**src/rtl/mem_wb_pipe_pkg.sv**
```systemverilog
// ============================================================================
// mem_wb_pipe_pkg : shared defaults and bundle sizing for the MEM->WB stage
// Revision: 1.0
// ============================================================================
`default_nettype none

package mem_wb_pipe_pkg;

  localparam int unsigned DATA_W_DEF = 32;
  localparam int unsigned ADDR_W_DEF = 5;
  localparam int unsigned CNT_W_DEF  = 32;

  // Bundle is {[hilo_write, hi, lo,] rd_write, rd_addr, write_data}
  function automatic int unsigned bundle_w(input int unsigned data_w,
                                           input int unsigned addr_w,
                                           input bit          hilo);
    return data_w + addr_w + 1 + (hilo ? (2 * data_w + 1) : 0);
  endfunction

endpackage

`default_nettype wire

```
**src/rtl/mem_wb_pipe_skid_buf.sv**
```systemverilog
// ============================================================================
// pipe_skid_buf : generic W-bit two-entry valid/ready skid buffer with flush
// Revision: 1.0
// ============================================================================
`default_nettype none

module pipe_skid_buf #(
  parameter int unsigned W = 8
) (
  input  logic         clk,
  input  logic         rst,
  input  logic         flush,
  input  logic         in_valid,
  output logic         in_ready,
  input  logic [W-1:0] in_data,
  output logic         out_valid,
  input  logic         out_ready,
  output logic [W-1:0] out_data
);

  logic         main_valid_q, main_valid_d;
  logic         skid_valid_q, skid_valid_d;
  logic [W-1:0] main_data_q,  main_data_d;
  logic [W-1:0] skid_data_q,  skid_data_d;
  logic         accept;
  logic         drain;

  assign in_ready  = ~skid_valid_q;
  assign out_valid = main_valid_q;
  assign out_data  = main_data_q;
  assign accept    = in_valid & ~skid_valid_q;
  assign drain     = main_valid_q & out_ready;

  // Skid is only ever occupied while main is occupied, so main-empty implies skid-empty.
  always_comb begin
    main_valid_d = main_valid_q;
    skid_valid_d = skid_valid_q;
    main_data_d  = main_data_q;
    skid_data_d  = skid_data_q;
    if (flush) begin
      main_valid_d = 1'b0;
      skid_valid_d = 1'b0;
    end else if (!main_valid_q) begin
      if (accept) begin
        main_valid_d = 1'b1;
        main_data_d  = in_data;
      end
    end else if (drain) begin
      if (skid_valid_q) begin
        main_data_d  = skid_data_q;
        skid_valid_d = accept;
        if (accept) skid_data_d = in_data;
      end else begin
        main_valid_d = accept;
        if (accept) main_data_d = in_data;
      end
    end else if (accept) begin
      skid_valid_d = 1'b1;
      skid_data_d  = in_data;
    end
  end

  always_ff @(posedge clk or posedge rst) begin
    if (rst) begin
      main_valid_q <= 1'b0;
      skid_valid_q <= 1'b0;
      main_data_q  <= '0;
      skid_data_q  <= '0;
    end else begin
      main_valid_q <= main_valid_d;
      skid_valid_q <= skid_valid_d;
      main_data_q  <= main_data_d;
      skid_data_q  <= skid_data_d;
    end
  end

endmodule

`default_nettype wire

```
**src/rtl/mem_wb_pipe.sv**
```systemverilog
// ============================================================================
// mem_wb_pipe : MEM->WB pipeline register with skid, flush and retire counter
// Optional HI/LO carriage enabled by defining MEMWB_HILO_EN.  Revision: 1.0
// ============================================================================
`default_nettype none

module mem_wb_pipe
  import mem_wb_pipe_pkg::*;
#(
  parameter int unsigned DATA_W = DATA_W_DEF,
  parameter int unsigned ADDR_W = ADDR_W_DEF,
  parameter int unsigned CNT_W  = CNT_W_DEF
) (
  input  logic              clk,
  input  logic              rst,
  input  logic              flush,
  input  logic              in_valid,
  output logic              in_ready,
  input  logic [DATA_W-1:0] write_data_i,
  input  logic [ADDR_W-1:0] rd_addr_i,
  input  logic              rd_write_i,
  output logic              out_valid,
  input  logic              out_ready,
  output logic [DATA_W-1:0] write_data_o,
  output logic [ADDR_W-1:0] rd_addr_o,
  output logic              rd_write_o,
`ifdef MEMWB_HILO_EN
  input  logic              hilo_write_i,
  input  logic [DATA_W-1:0] hi_i,
  input  logic [DATA_W-1:0] lo_i,
  output logic              hilo_write_o,
  output logic [DATA_W-1:0] hi_o,
  output logic [DATA_W-1:0] lo_o,
`endif
  output logic [CNT_W-1:0]  retired_cnt
);

`ifdef MEMWB_HILO_EN
  localparam bit HILO_EN = 1'b1;
`else
  localparam bit HILO_EN = 1'b0;
`endif
  localparam int unsigned BW = bundle_w(DATA_W, ADDR_W, HILO_EN);

  logic [BW-1:0]    in_bundle;
  logic [BW-1:0]    out_bundle;
  logic             held_rd_write;
  logic             drain;
  logic [CNT_W-1:0] retired_cnt_q, retired_cnt_d;

`ifdef MEMWB_HILO_EN
  logic held_hilo_write;
  assign in_bundle = {hilo_write_i, hi_i, lo_i, rd_write_i, rd_addr_i, write_data_i};
  assign {held_hilo_write, hi_o, lo_o, held_rd_write, rd_addr_o, write_data_o} = out_bundle;
  assign hilo_write_o = out_valid & held_hilo_write;
`else
  assign in_bundle = {rd_write_i, rd_addr_i, write_data_i};
  assign {held_rd_write, rd_addr_o, write_data_o} = out_bundle;
`endif

  pipe_skid_buf #(
    .W (BW)
  ) u_skid (
    .clk       (clk),
    .rst       (rst),
    .flush     (flush),
    .in_valid  (in_valid),
    .in_ready  (in_ready),
    .in_data   (in_bundle),
    .out_valid (out_valid),
    .out_ready (out_ready),
    .out_data  (out_bundle)
  );

  // r0 is hardwired zero: suppress the regfile write but still retire the bundle.
  assign rd_write_o = out_valid & held_rd_write & (rd_addr_o != '0);
  assign drain      = out_valid & out_ready;

  always_comb begin
    retired_cnt_d = retired_cnt_q;
    if (drain) retired_cnt_d = retired_cnt_q + CNT_W'(1);
  end

  always_ff @(posedge clk or posedge rst) begin
    if (rst) retired_cnt_q <= '0;
    else     retired_cnt_q <= retired_cnt_d;
  end

  assign retired_cnt = retired_cnt_q;

endmodule

`default_nettype wire
```
**config.mk**
```make
export PLATFORM = sky130hd
export DESIGN_NAME = mem_wb_pipe
export DESIGN_NICKNAME = d
export VERILOG_FILES = /design/src/rtl/mem_wb_pipe_pkg.sv /design/src/rtl/mem_wb_pipe_skid_buf.sv /design/src/rtl/mem_wb_pipe.sv
export SDC_FILE = /design/constraint.sdc
export NUM_CORES = 1
export LEC_CHECK = 0
export BUFFER_PORTS_ARGS = -buffer_cell sky130_fd_sc_hd__buf_2
export CAP_MARGIN = 0
export CORE_UTILIZATION = 46
export CTS_BUF_LIST = sky130_fd_sc_hd__clkbuf_8
export CTS_CLUSTER_SIZE = 16
export DETAILED_ROUTE_END_ITERATION = 16
export PLACE_DENSITY = 0.8
export SLEW_MARGIN = 20
export SYNTH_ARGS = -nofsm -noshare
export SYNTH_HDL_FRONTEND = slang
export SYNTH_SLANG_ARGS = --single-unit
```
**constraint.sdc**
```tcl
create_clock -name clk -period 6.4 [get_ports clk]
set_input_delay 1.92 -clock clk [delete_from_list [all_inputs] [get_ports clk]]
set_output_delay 1.92 -clock clk [all_outputs]
set_load 0.03 [all_outputs]
```
Word level (Yosys, flattened, before mapping) --
Cells that the tools add are included.
Operators by class: add/subtract/negate cells 1, equal/unequal tests 2, muxes and demuxes 17, bitwise gates (word level) 6, reduce and logical (&&, ||, !) cells 6
Operator list (number):
- 2-to-1 mux 38 bit | 7
- adder 32 x 1 -> 32 bit (second input constant) | 1
- 2-to-1 mux 1 bit | 10
- nonzero test 5 bit | 1
- AND 1 bit | 4
- AND reduction 2 bit | 2
- AND reduction 3 bit | 1
- nonzero test 3 bit | 1
- inequality test 2 x 1 -> 1 bit (second input constant) | 1
- inequality test 2 bit (second input constant) | 1
- inverter 1 bit | 2
- nonzero test 2 bit | 1
Storage, ports and cells: register bits 110, input bits 43, output and inout bits 72, word-level logic and storage cells 37

Logic depth before layout (Yosys ltp) --
Gate-level depths: netlist of run 1.
word-level depth 6, mapped depth 6, depth with buffers taken out 5

Modules after synthesis --
Synthesis of run 1 repeated with hierarchy kept, for this count alone.
Unflattened totals: cell total of the unflattened synthesis 348, area total of the unflattened synthesis 4744.6 um^2
By module, submodules not included:
- pipe_skid_buf | times used 1, cells each 224, area each 3274.4 um^2, seq. area each 1951.9 um^2
- mem_wb_pipe | times used 1, cells each 124, area each 1470.2 um^2, seq. area each 800.8 um^2

Worst setup path after synthesis of run 1 --
No wires, ideal clock.
kind input -> register, from input port in_valid, to register u_skid.skid_data_q[0], library setup time 125 ps, arrival 2963 ps, data required time 6275 ps, slack 3312 ps, stages on the path 5, buffers on the path 2, path through nand2_1 > nor4b_2 > buf_4 > buf_4 > mux2_2
Between the ends: word-level cells in the longest chain between the ends 4
Ends and longest elaborated chain:
- from (decl) | line mem_wb_pipe.sv:17 | input logic in_valid,
- AND 1 bit (*) | line mem_wb_pipe_skid_buf.sv:31 | assign accept = in_valid & ~skid_valid_q;
- 2-to-1 mux 38 bit (*)
- 2-to-1 mux 38 bit
- 2-to-1 mux 38 bit (*)
- to (signal assigned) | line mem_wb_pipe_skid_buf.sv:73 | skid_data_q <= skid_data_d;
- to (decl) | line mem_wb_pipe_skid_buf.sv:24 | logic [W-1:0] skid_data_q, skid_data_d;
Every way passes the cells marked *; elsewhere a longest branch is shown, timed or not. The select of a mux whose other input is x is not followed. A chain may end at the register's enable or synchronous reset.

Final worst setup path of run 1 --
from input port out_ready, to register u_skid.main_data_q[24], in the netlist u_skid.out_data[24]
Between the ends: word-level cells in the longest chain between the ends 3
Ends and longest elaborated chain:
- from (decl) | line mem_wb_pipe.sv:23 | input logic out_ready,
- AND 1 bit | line mem_wb_pipe_skid_buf.sv:32 | assign drain = main_valid_q & out_ready;
- inequality test 2 bit (no line)
- AND reduction 2 bit (no line)
- to (signal assigned) | line mem_wb_pipe_skid_buf.sv:72 | main_data_q <= main_data_d;
- to (decl) | line mem_wb_pipe_skid_buf.sv:23 | logic [W-1:0] main_data_q, main_data_d;
No other way between the ends.

==> results of run 1 <==
## state kept, by name, indices dropped and copies added, names as in the netlist
signal and cells:
retired_cnt 32, u_skid.out_data 38, u_skid.out_valid 1, u_skid.skid_data_q 38, u_skid.skid_valid_q 1
## power breakdown
group | total [mW] | switching, mW | internal [mW]
logic | 0.411 | 0.238 | 0.173
clock network | 0.398 | 0.248 | 0.151
registers | 0.918 | 0.0956 | 0.823
## placed cells by master, fill, tap and decap left out, drive strengths merged
cell type and count:
clkinvlp 2, nor4 2, inv 10, clkbuf 9, o21ai 1, nand3 19, nor3 5, and3 2
dfrtp 110, and4 3, a21oi 3, buf 117, o311a 1, ha 1, nor4b 2, nand4 11
a2bb2oi 38, clkinv 1, and2 1, xor2 2, o22ai 38, xnor2 29, nand2 12, or3 1
mux2 39, a211oi 1, nor2 6, a21boi 1
## routing by layer
metal	up-vias	wire length, um	global-route usage (%)	part of all wire [%]
met5	-	0	0	0
met4	0	179	6.74	1.7
met3	16	505	3.31	4.9
met2	106	4980	31.0	48
met1	1720	4610	25.8	45
li1	1541	-	-	-
## logic make-up (layout without fill, tap and decap cells)
group                    Yosys count  after routing
adder cells (fa/ha/maj)            1              1
AO/OA/AOI/OAI                     83             83
XOR/XNOR                          31             31
flip-flops                       110            110
AND/OR/NAND/NOR                   64             64
multiplexers                      39             39
buffers and inverters             64            139
## layout make-up
cell class,instances,area [sq um]
multi-input combinational,218,1770
tap,136,170
clock buffer,9,124
inverter,6,25.0
sequential,110,2750
timing repair buffer,117,613
clock inverter,7,63.8
fill,906,4800
## worst max-delay path by stage
stage,cells after the start,start,to,slack [ps]
after floorplan,1,rst,retired_cnt[0]$_DFFE_PP0P_,1580
after global placement,5,out_ready,u_skid.out_data[8]$_DFFE_PP0P_,2100
after detailed placement,5,out_ready,u_skid.out_data[13]$_DFFE_PP0P_,2020
after CTS,5,out_ready,u_skid.out_data[24]$_DFFE_PP0P_,2410
after global routing,6,out_ready,u_skid.out_data[25]$_DFFE_PP0P_,2350
final,6,out_ready,u_skid.out_data[24]$_DFFE_PP0P_,2490
## worst reg2reg max path, delay by kind of cell (launching register included)
kind,cells,cell delay (ps)
flops,1,560
buf+inv,1,230
compound gates,3,1860
==> results summary, run 1 <==
The number of global-route vias before repair is 3333. The worst hold path belongs to the class reg -> reg. The CTS tree is built. After synthesis, the largest family of logic cells by area is compound AO/OA/AOI/OAI gates.

The post-synthesis simple-gate area fraction came out at 8.07%. The worst supply voltage drop on vdd came out at 0.000247 V. The count of input and output buffers came out at 114. The design draws 1.73 mW. The half-perimeter wire length of the detailed placement result came out at 6900 um. The number of vias per cell after detailed routing is 5.61. The worst setup path is of the in -> reg kind. The number of antenna violations at the first check in global routing is 0. The capture point of the worst reg-to-reg path is u_skid.out_data[24]$_DFFE_PP0P_.

The area added between synthesis and finish came out at 12.7%. In the final routed layout, each cell accounts on average for 17.0 um. Of the total synthesized cell area, the portion taken by full adders, half adders and majority gates is 0.255%.

The hold violation total from the final report came out at 0. The largest single stage delay on the critical path is 870 ps. The synthesis warning total is 0. The dominant delay contributor by cell family on the critical path is compound AO/OA/AOI/OAI gates.

The die area came out at 11100 sq um. Setup violations remaining at the end of the flow were counted as 0. For this run, design rule violations remaining after detail routing come to 0. The aggregate global-route resource usage came out at 19.1%. In this run the biggest area consumer among cell types represents 56.2% of the synthesized area. The number of buffer and inverter stages on the critical path is 3. Summed over all instances, the cell type with the most area after synthesis is dfrtp_1.

The worst path setup slack after routing came out at 2490 ps. The cell depth of the worst hold path is 1. The share of cells above drive strength 1 came out at 38.8%. The effective utilization at floorplan is 47.4%. The worst-case setup slack after placement is 2020 ps.

The number of max-cap violations is 0. The critical-path cell with the highest stage delay is a21oi_4. The required time at the worst-slack endpoint is 6680 ps.

The number of buffers created by CTS is 9. In the synthesized netlist the dominant register cell turns out to be dfrtp_1. The highest attainable clock frequency is 256 MHz. The kind of start point of the critical path is an input pin. The overall via count from detail_route came out at 3383. The worst-case headroom to the max-slew limit is 25.6%. In the synthesized netlist, the cells that appear most often are 110 x dfrtp_1, 43 x buf_4, 38 x a2bb2oi_1, 38 x mux2_2, 38 x o22ai_1. The die outline height came out at 105 um. The post-CTS setup repair buffer count came out at 0. The cts-stage hold buffer count is 0. The worst setup path is captured at a flop. The final antenna-violating net count came out at 0. The cell sitting at the root of the clock tree is a clkbuf_8.

The placeable core region is 10300 sq um. The share of the synthesized area in compound gates (AO/OA/AOI/OAI) is 12.6%. The horizontal die dimension came out at 105 um. For this design the ratio of total power to cell area is 313 nW/um^2. The insertion delay of the later-clocked pin in the worst-skew pair came out at 370 ps. Setup repair after global routing left no endpoint under its margin. The tightest hold path in the finished design has a slack of 481 ps. The run finished with clean final reports. The share of the clock period used by the worst path after layout is 61.1%. In the synthesized netlist, mux cells make up 8.97% of the area.

The area of the mapped netlist came out at 4900 sq um. In this run the worst path has a maximum fanout of 39. Data on the critical path arrives at its endpoint at 4190 ps. The total congestion overflow after global routing came out at 0. The core occupancy in the finished layout came out at 53.5%.

The slew at the pin closest to its max-slew limit is 1110 ps. The XOR/XNOR share of the synthesized area is 5.54%. The number of nets in the layout came out at 506. After synthesis, the cell types taking the most area are dfrtp_1 56%, mux2_2 8.7%, a2bb2oi_1 6.8%. The smallest clock period supported by the final layout is computed as 3910 ps. Of all flip-flops after synthesis, the portion carrying an async set or reset was 100%.

The post-cts sizing count is 0. The total negative slack came out at 0 ps. The worst hold path terminates at retired_cnt[31]$_DFFE_PP0P_. After detailed routing, the total wire length is 10300 um. The register-to-register setup slack came out at 3680 ps. The startpoint identified for the worst register-to-register timing path is u_skid.out_valid$_DFF_PP0_. The number of iterations in the first detailed-routing pass came out at 4. The number of standard cells after synthesis came out at 392. Summed over all cells, the static leakage comes to 2.52 nW. The mean instance size in the synthesized netlist is 12.5 sq um. The number of nets produced by synthesis is 436. The DRC marker count from the first detailed-route iteration came out at 198. The pin count of the biggest net entering global routing came out at 64. In this run the most critical hold path is launched from retired_cnt[31]$_DFFE_PP0P_. The register area share after synthesis came out at 56.2%. The H-tree was split into 3 levels. The placed cell area is 5300 sq um. The synthesized flop and latch total came out at 110. The number of antenna diodes in the final layout is 0. The number of clock sinks seen by CTS is 110. Clock-pin slew was measured on the worst setup and hold paths at 110 ps. Traced cell by cell, the critical path runs through buf_2, inv_1, a21oi_4, a21boi_4, buf_16, a2bb2oi_1. The number of cell instances on the worst register-to-register path is 4.

The row count came out at 37. The global-route wire length before repair is 16700 um. The number of placed instances, taps included, is 586. The number of pins exceeding their max-slew limit in the final report was 0. The leading cell type by number of instances after synthesis is dfrtp_1. The count of boundary I/O pins came out at 115.

No sink is reached through more buffers than the 2 on the longest clock path. Routability-driven placement finished with a final weighted congestion of 0.797. The clock tree skew after final layout is 11.8 ps. After routing the design area is 5520 sq um. The number of synthesized flops with an enable pin came out at 0. The unique cell type count in the Yosys netlist came out at 32. Once layout is complete, the cells apart from fillers number 603.
Note: power is estimated with default switching activity, not from simulation.
==> inputs of run 2 (changes only) <==
Settings changed: ABC_AREA from default to 1, PLACE_DENSITY 0.8 to 0.79.
Clock period 6.4 ns to 3.7 ns, I/O delays scaled along.
==> run 2 against run 1 <==
Net effect: die area is 9.1% higher; sequential cell count unchanged; clock skew is 4.8 ps higher; first-iteration DRC count rose by 87%; via count grew 26%; cell count up 39%; power is 68% higher; highest routed layer is now met5.
==> results summary, run 2 <==
The run finished with clean final reports. The aggregate global-route resource usage came out at 20.8%. The switching power is 1.02 mW.

Setup repair after global routing left no endpoint under its margin. In this run, post-CTS hold repair placed 0 buffers. The number of buffers created by CTS came out at 9. The proportion of power drawn by flip-flops and latches is 53.6%. For the worst-skew pair, the clock arrives at the later sink with an insertion delay of 380 ps. The total negative slack came out at 0 ps. The synthesis warning total is 0. The worst setup path is of the reg -> out kind. The effective utilization at floorplan came out at 47.1%. The hold violation total from the final report is 0. The row count is 39. After clock tree synthesis, the clock-pin slew on the worst setup and hold paths is 110 ps. The number of diodes is 0.

The placeable core region is 11400 sq um. The fill cell total of the finished layout came out at 1066. The area of all placed cells without fillers came out at 5910 sq um.

The number of nets produced by synthesis came out at 666. The post-placement cell count is 821. The die area came out at 12100 sq um. After detailed routing, the number of vias per cell comes to 5.10. The number of non-filler instances in the completed layout came out at 836. The final weighted congestion in routability-driven placement came out at 0.811. In this run the deepest clock path goes through 2 buffers. For this design the top-level I/O count stands at 115.

The half-perimeter wire length of the detailed placement result is 7980 um. The worst setup path is launched from a flop. The worst register-to-register path ends at u_skid.out_data[30]$_DFFE_PP0P_. For this design, the slowest cell found on the critical path is dfrtp_1. The first global-routing pass estimated 19600 um of wire.

The routed wire length is 11600 um. For this run, the top clock speed supported by timing is 400 MHz. Summing all placed instances gives a cell area of 5750 sq um. The synthesized flop and latch total came out at 110. The total leakage power came out at 3.02 nW. The number of global-route vias before repair is 4129. For this run, design rule violations remaining after detail routing come to 0. The number of synthesized flops with an enable pin came out at 0.

The tightest min-delay check is of the reg -> reg type. Measured along the x axis, the die boundary spans 110 um. TritonCTS built the clock tree. The worst-case headroom to the max-slew limit came out at 49.0%. The combinational share of power is 24.0%. The area of the mapped netlist came out at 5350 sq um. The clock period minus final worst setup slack is 2500 ps. The clock tree skew after final layout came out at 16.6 ps. The DRC marker count from the first detailed-route iteration is 370.

The number of antenna violations at the first check in global routing is 1. The register area share after synthesis came out at 51.4%. The tree is rooted in a clkbuf_8.

The required time at the worst-slack endpoint came out at 2590 ps. The kind of capture point of the worst setup path is an output pin. The number of pins exceeding their max-slew limit in the final report is 0. The worst supply voltage drop on vdd is 0.000308 V.

The most critical setup path has its startpoint at u_skid.out_data[34]$_DFFE_PP0P_. The post-cts sizing count is 0. The most critical setup path has its endpoint at rd_write_o.

The worst register-to-register path has a depth of 6. In the layout the commonest cells are 114 x buf_2, 110 x dfrtp_1, 106 x nand2_1, 96 x inv_1, 51 x nand3_1. The worst-case setup slack after placement came out at 1100 ps. The total congestion overflow after global routing came out at 0.

The switching share of total power came out at 35.2%. The final route contains 4262 vias. The leading cell type in the layout, fill and taps excluded is buf_2.

The share of the clock period used by the worst path after layout came out at 67.5%. The number of iterations in the first detailed-routing pass came out at 5. The fraction of power consumed by the clock network came out at 22.4%. The level count of the clock H-tree is 3. The slew at the pin closest to its max-slew limit is 764 ps. Once the clock tree was built, the setup fixing pass inserted 0 buffers. The register-to-register setup slack is 1640 ps. The number of clock sinks seen by CTS came out at 110. For this run, the post-layout net count is 733.

The fraction of registers with async set/reset came out at 100%. Yosys instantiated no cell more often than dfrtp_1. The number of max-cap violations is 0. The mean instance size in the synthesized netlist is 8.61 sq um.

The endpoint arrival time on the critical path came out at 1390 ps. Cell internal power was estimated by the tool at 1.88 mW. The die outline height is 110 um. After synthesis, the largest area contributor takes up 51.4% of total cell area. The signal on the critical path passes through nor3_1, nand2_1, nand3_1, inv_1, buf_2. Input and output buffers added on the ports amount to 114. The dominant register cell in the synthesized netlist is dfrtp_1. The worst path setup slack after routing is 1200 ps. The synthesized netlist contains 29 unique library cells. The area added between synthesis and finish came out at 10.4%. The areal power density over the cells is 490 nW/um^2.

The largest single stage delay on the critical path is 430 ps. The synthesized design spends more area on one cell type than any other, namely dfrtp_1. The routed length per instance came out at 13.9 um.

The pin count of the biggest net entering global routing came out at 111. Ranked by instance count, the synthesized netlist is headed by 110 x dfrtp_1, 106 x nand2_1, 95 x inv_1, 51 x nand3_1, 41 x o21ai_0. The final antenna-violating net count came out at 0. The worst register-to-register path begins at u_skid.out_valid$_DFF_PP0_. Yosys attributes the largest share of cell area to dfrtp_1 51%, nand2_1 7.4%, inv_1 6.7%. In the final layout, the share of cells above drive strength 1 is 22.1%. The number of endpoints failing setup at the final stage is 0. The worst-path maximum fanout came out at 3. The number of standard cells after synthesis came out at 622.
## run 2: stage by stage
step                total power [mW]  hold slack, ps  util [%]
floorplan                       2.15             453         -
global placement                2.25             465      50.5
detailed placement              2.27             470      50.5
CTS                             2.93             498      52.0
global route                    3.07             518      52.0
finish                          2.89             496      52.0
## run 2: worst min-delay path by stage
stage	from	endpoint	slack, ps	depth (start not counted)
finish	u_skid.skid_data_q[26]$_DFFE_PP0P_	u_skid.skid_data_q[26]$_DFFE_PP0P_	500	2
global route	u_skid.skid_data_q[30]$_DFFE_PP0P_	u_skid.skid_data_q[30]$_DFFE_PP0P_	520	2
CTS	u_skid.skid_data_q[30]$_DFFE_PP0P_	u_skid.skid_data_q[30]$_DFFE_PP0P_	500	2
detailed placement	u_skid.skid_data_q[24]$_DFFE_PP0P_	u_skid.skid_data_q[24]$_DFFE_PP0P_	470	2
global placement	u_skid.out_data[16]$_DFFE_PP0P_	u_skid.out_data[16]$_DFFE_PP0P_	470	2
floorplan	u_skid.skid_data_q[17]$_DFFE_PP0P_	u_skid.skid_data_q[17]$_DFFE_PP0P_	450	2
## run 2: critical path, delay by kind of cell (launching register included)
family,cells,cell delay [ps]
simple gates,3,370
buf+inv,2,210
flops,1,430
## run 2: area by class of cell
type | instances | area (sq um) | area share, %
Inverter | 97 | 368 | 6.22
Multi-Input combinational cell | 349 | 1800 | 30.5
Timing Repair Buffer | 122 | 643 | 10.9
Clock buffer | 9 | 124 | 2.10
Tap cell | 143 | 179 | 3.03
Sequential cell | 110 | 2750 | 46.6
Clock inverter | 6 | 40.0 | 0.678
## run 2: power groups by stage
stage | registers (mW) | clock network (mW) | logic (mW)
2_1_floorplan | 1.58 | 0 | 0.570
3_3_place_gp | 1.57 | 0 | 0.680
3_5_place_dp | 1.57 | 0 | 0.704
4_1_cts | 1.55 | 0.675 | 0.703
5_1_grt | 1.58 | 0.707 | 0.776
6_report | 1.55 | 0.649 | 0.694
## run 2: routing by layer
metal  vias up  wire length (um)  GRT usage (%)
met2       146              5490           35.1
met4         2                88           4.57
met3        12               815           4.80
met5         -                15              0
li1       2099                 -              -
met1      2003              5230           27.2
## run 2: logic make-up after synthesis
logic type,count (synthesis),share of synthesized area (%)
AND/OR/NAND/NOR,209,17.2
AO/OA/AOI/OAI,117,12.6
XOR/XNOR,22,3.60
adder cells (fa/ha/maj),1,0.234
buffers and inverters,163,15.0
flip-flops,110,51.4
==> inputs of run 3 (changes only) <==
Clock period 3.7 ns to 2.5 ns, I/O delays scaled along.
==> run 3 against run 2 <==
Net effect: sequential cell count unchanged; first-iteration DRC count is 39% lower; via count is 0.56% lower; critical endpoint unchanged.
==> results summary, run 3 (synthesis results as in run 2) <==
At the pin with the least slew margin, the transition time is 786 ps. Setup violations remaining at the end of the flow were counted as 0. The final weighted congestion in routability-driven placement is 0.806. In this run the power spent charging and discharging nets is 1.52 mW. The placed cell area came out at 5790 sq um. Leaving out fill and tap cells, the most frequent cells in the layout are 114 x buf_2, 110 x dfrtp_1, 106 x nand2_1, 94 x inv_1, 51 x nand3_1. Entering global routing, the biggest net connects 77 pins. The first global-routing pass estimated 18900 um of wire.

For this run, the total global-route usage over all layers was measured as 20.5%. The number of vias per cell after detailed routing is 5.05. The number of global-route vias before repair is 3976. Along the worst path, the maximum fanout reaches 3. The row count is 39. The worst setup path is of the reg -> out kind. The critical-path cell with the highest stage delay is dfrtp_1. The routed length per instance is 13.5 um. The kind of start point of the critical path is a flop. The level count of the clock H-tree is 3. The worst supply voltage drop on vdd is 0.000418 V.

The endpoint arrival time on the critical path came out at 1370 ps. The clock period minus final worst setup slack is 2120 ps. Measured along the y axis, the die boundary spans 110 um.

The internal portion of the total power is 2.82 mW. Clock tree synthesis inserted a total of 9 buffers. The clock transition at the registers of the reported paths came out at 100 ps.

The overall via count from detail_route came out at 4238. The final total power is 4.34 mW. The horizontal die dimension came out at 110 um.

The number of nets in the layout is 736. The number of max-cap violations is 0. The worst setup path is captured at an output pin. Traced cell by cell, the critical path runs through nor3_1, nand2_1, nand3_1, inv_1, buf_2. The switching share of total power is 34.9%. For this design the static power due to leakage is 3.05 nW. The area of all placed cells without fillers is 5970 sq um. The number of pins exceeding their max-slew limit in the final report came to 0.

In this run the power density over the cells is 726 nW/um^2. The detailed router finished its first iteration with 225 violations. The die area came out at 12100 sq um.

The number of iterations in the first detailed-routing pass is 7. The clock reaches the later pin of the worst-skew pair after 380 ps. The number of clock sinks seen by CTS came out at 110. The biggest cell delay along the critical path is 410 ps. The maximum clock path buffer count came out at 2.

The total negative slack is 0 ps. For this run, the top clock speed supported by timing is 471 MHz. CTS placed an instance of clkbuf_8 at the clock tree root. The effective utilization at floorplan is 47.1%.

The half-perimeter wire length of the detailed placement result came out at 7910 um. The number of antenna violations at the first check in global routing is 1. Between clock sinks in the finished design, the worst skew comes to 12.8 ps. The count of boundary I/O pins came out at 115.

The final antenna-violating net count came out at 0. The number of buffer and inverter stages on the critical path came out at 2. Registers are responsible for 52.8% of the overall power. The CTS tree is built. The fraction of power consumed by the clock network is 23.2%. The combinational share of power is 24.0%.

The register-to-register setup slack is 690 ps. The number of cell instances on the worst register-to-register path came out at 6. The area added between synthesis and finish came out at 11.6%. The remaining design rule violation count came out at 0.

The hold violation total from the final report came out at 0. The share of the clock period used by the worst path after layout came out at 84.9%. The count of input and output buffers came out at 114. The start of the worst register-to-register path is u_skid.skid_valid_q$_DFFE_PP0P_. The library cell used most frequently in the layout, excluding fill and tap cells, is buf_2. Data on the critical path is required at its endpoint by 1750 ps. The type of the worst min-delay path is in -> async. For this design, the CTS-stage hold fixing added 0 buffers. The routed wire length is 11400 um. In this run the critical register-to-register path is captured at u_skid.out_data[30]$_DFFE_PP0P_.

The run finished with clean final reports. The placeable core region is 11400 sq um. The share of cells above drive strength 1 is 22.8%. The kind of cell with the highest combined delay along the critical path is flip-flops. In this run the post-CTS setup repair buffer count came out at 0. The post-cts sizing count came out at 0.

In this run the tightest slew margin relative to its limit is 47.6%. 0 antenna diodes ended up in the layout. Setup repair after global routing left no endpoint under its margin. The total congestion overflow after global routing is 0.
-- run 3: changes by cell type in the layout (fill, tap and decap cells not counted), sizes merged --
cell | before | now
inv | 99 | 98
clkbuf | 9 | 10
buf | 122 | 125
clkinv | 1 | 2
-- run 3: worst max path at each step --
stage,slack [ps],to,from,depth (start not counted)
floorplan,420,retired_cnt[0]$_DFFE_PP0P_,rst,1
global placement,380,u_skid.skid_data_q[18]$_DFFE_PP0P_,in_valid,5
detailed placement,320,u_skid.skid_data_q[18]$_DFFE_PP0P_,in_valid,5
CTS,350,rd_write_o,u_skid.out_data[34]$_DFFE_PP0P_,5
global route,250,rd_write_o,u_skid.out_data[34]$_DFFE_PP0P_,5
finish,380,rd_write_o,u_skid.out_data[34]$_DFFE_PP0P_,5
-- run 3: stage by stage --
step	std cells	setup WS (ps)	hold WS (ps)	utilization [%]
floorplan	622	421	453	-
global placement	824	379	466	51.0
detailed placement	824	320	470	51.0
CTS	840	349	353	52.5
global route	840	251	363	52.5
finish	840	377	356	52.5
-- run 3: power groups by stage --
stage	clock [mW]	combinational, mW	sequential (mW)
after floorplan	0	0.843	2.34
after global placement	0	1.02	2.32
after detailed placement	0	1.05	2.32
after CTS	1.05	1.05	2.29
after global routing	1.12	1.16	2.34
final	1.01	1.04	2.29
-- run 3: area by class of cell --
| cell class | instances | area, sq um |
|---|---|---|
| Timing Repair Buffer | 125 | 691 |
| Tap cell | 143 | 179 |
| Multi-Input combinational cell | 349 | 1800 |
| Sequential cell | 110 | 2750 |
| Clock inverter | 6 | 42.5 |
| Fill cell | 1065 | 5400 |
| Clock buffer | 10 | 138 |
| Inverter | 97 | 368 |
-- run 3: metal layers --
metal  vias to the layer above  wire length (um)  track usage, %
met5                         -                17               0
met4                         2                99            5.05
met3                         9               949            6.88
met2                       155              5200            33.8
met1                      1969              5110            25.8
li1                       2103                 -               -
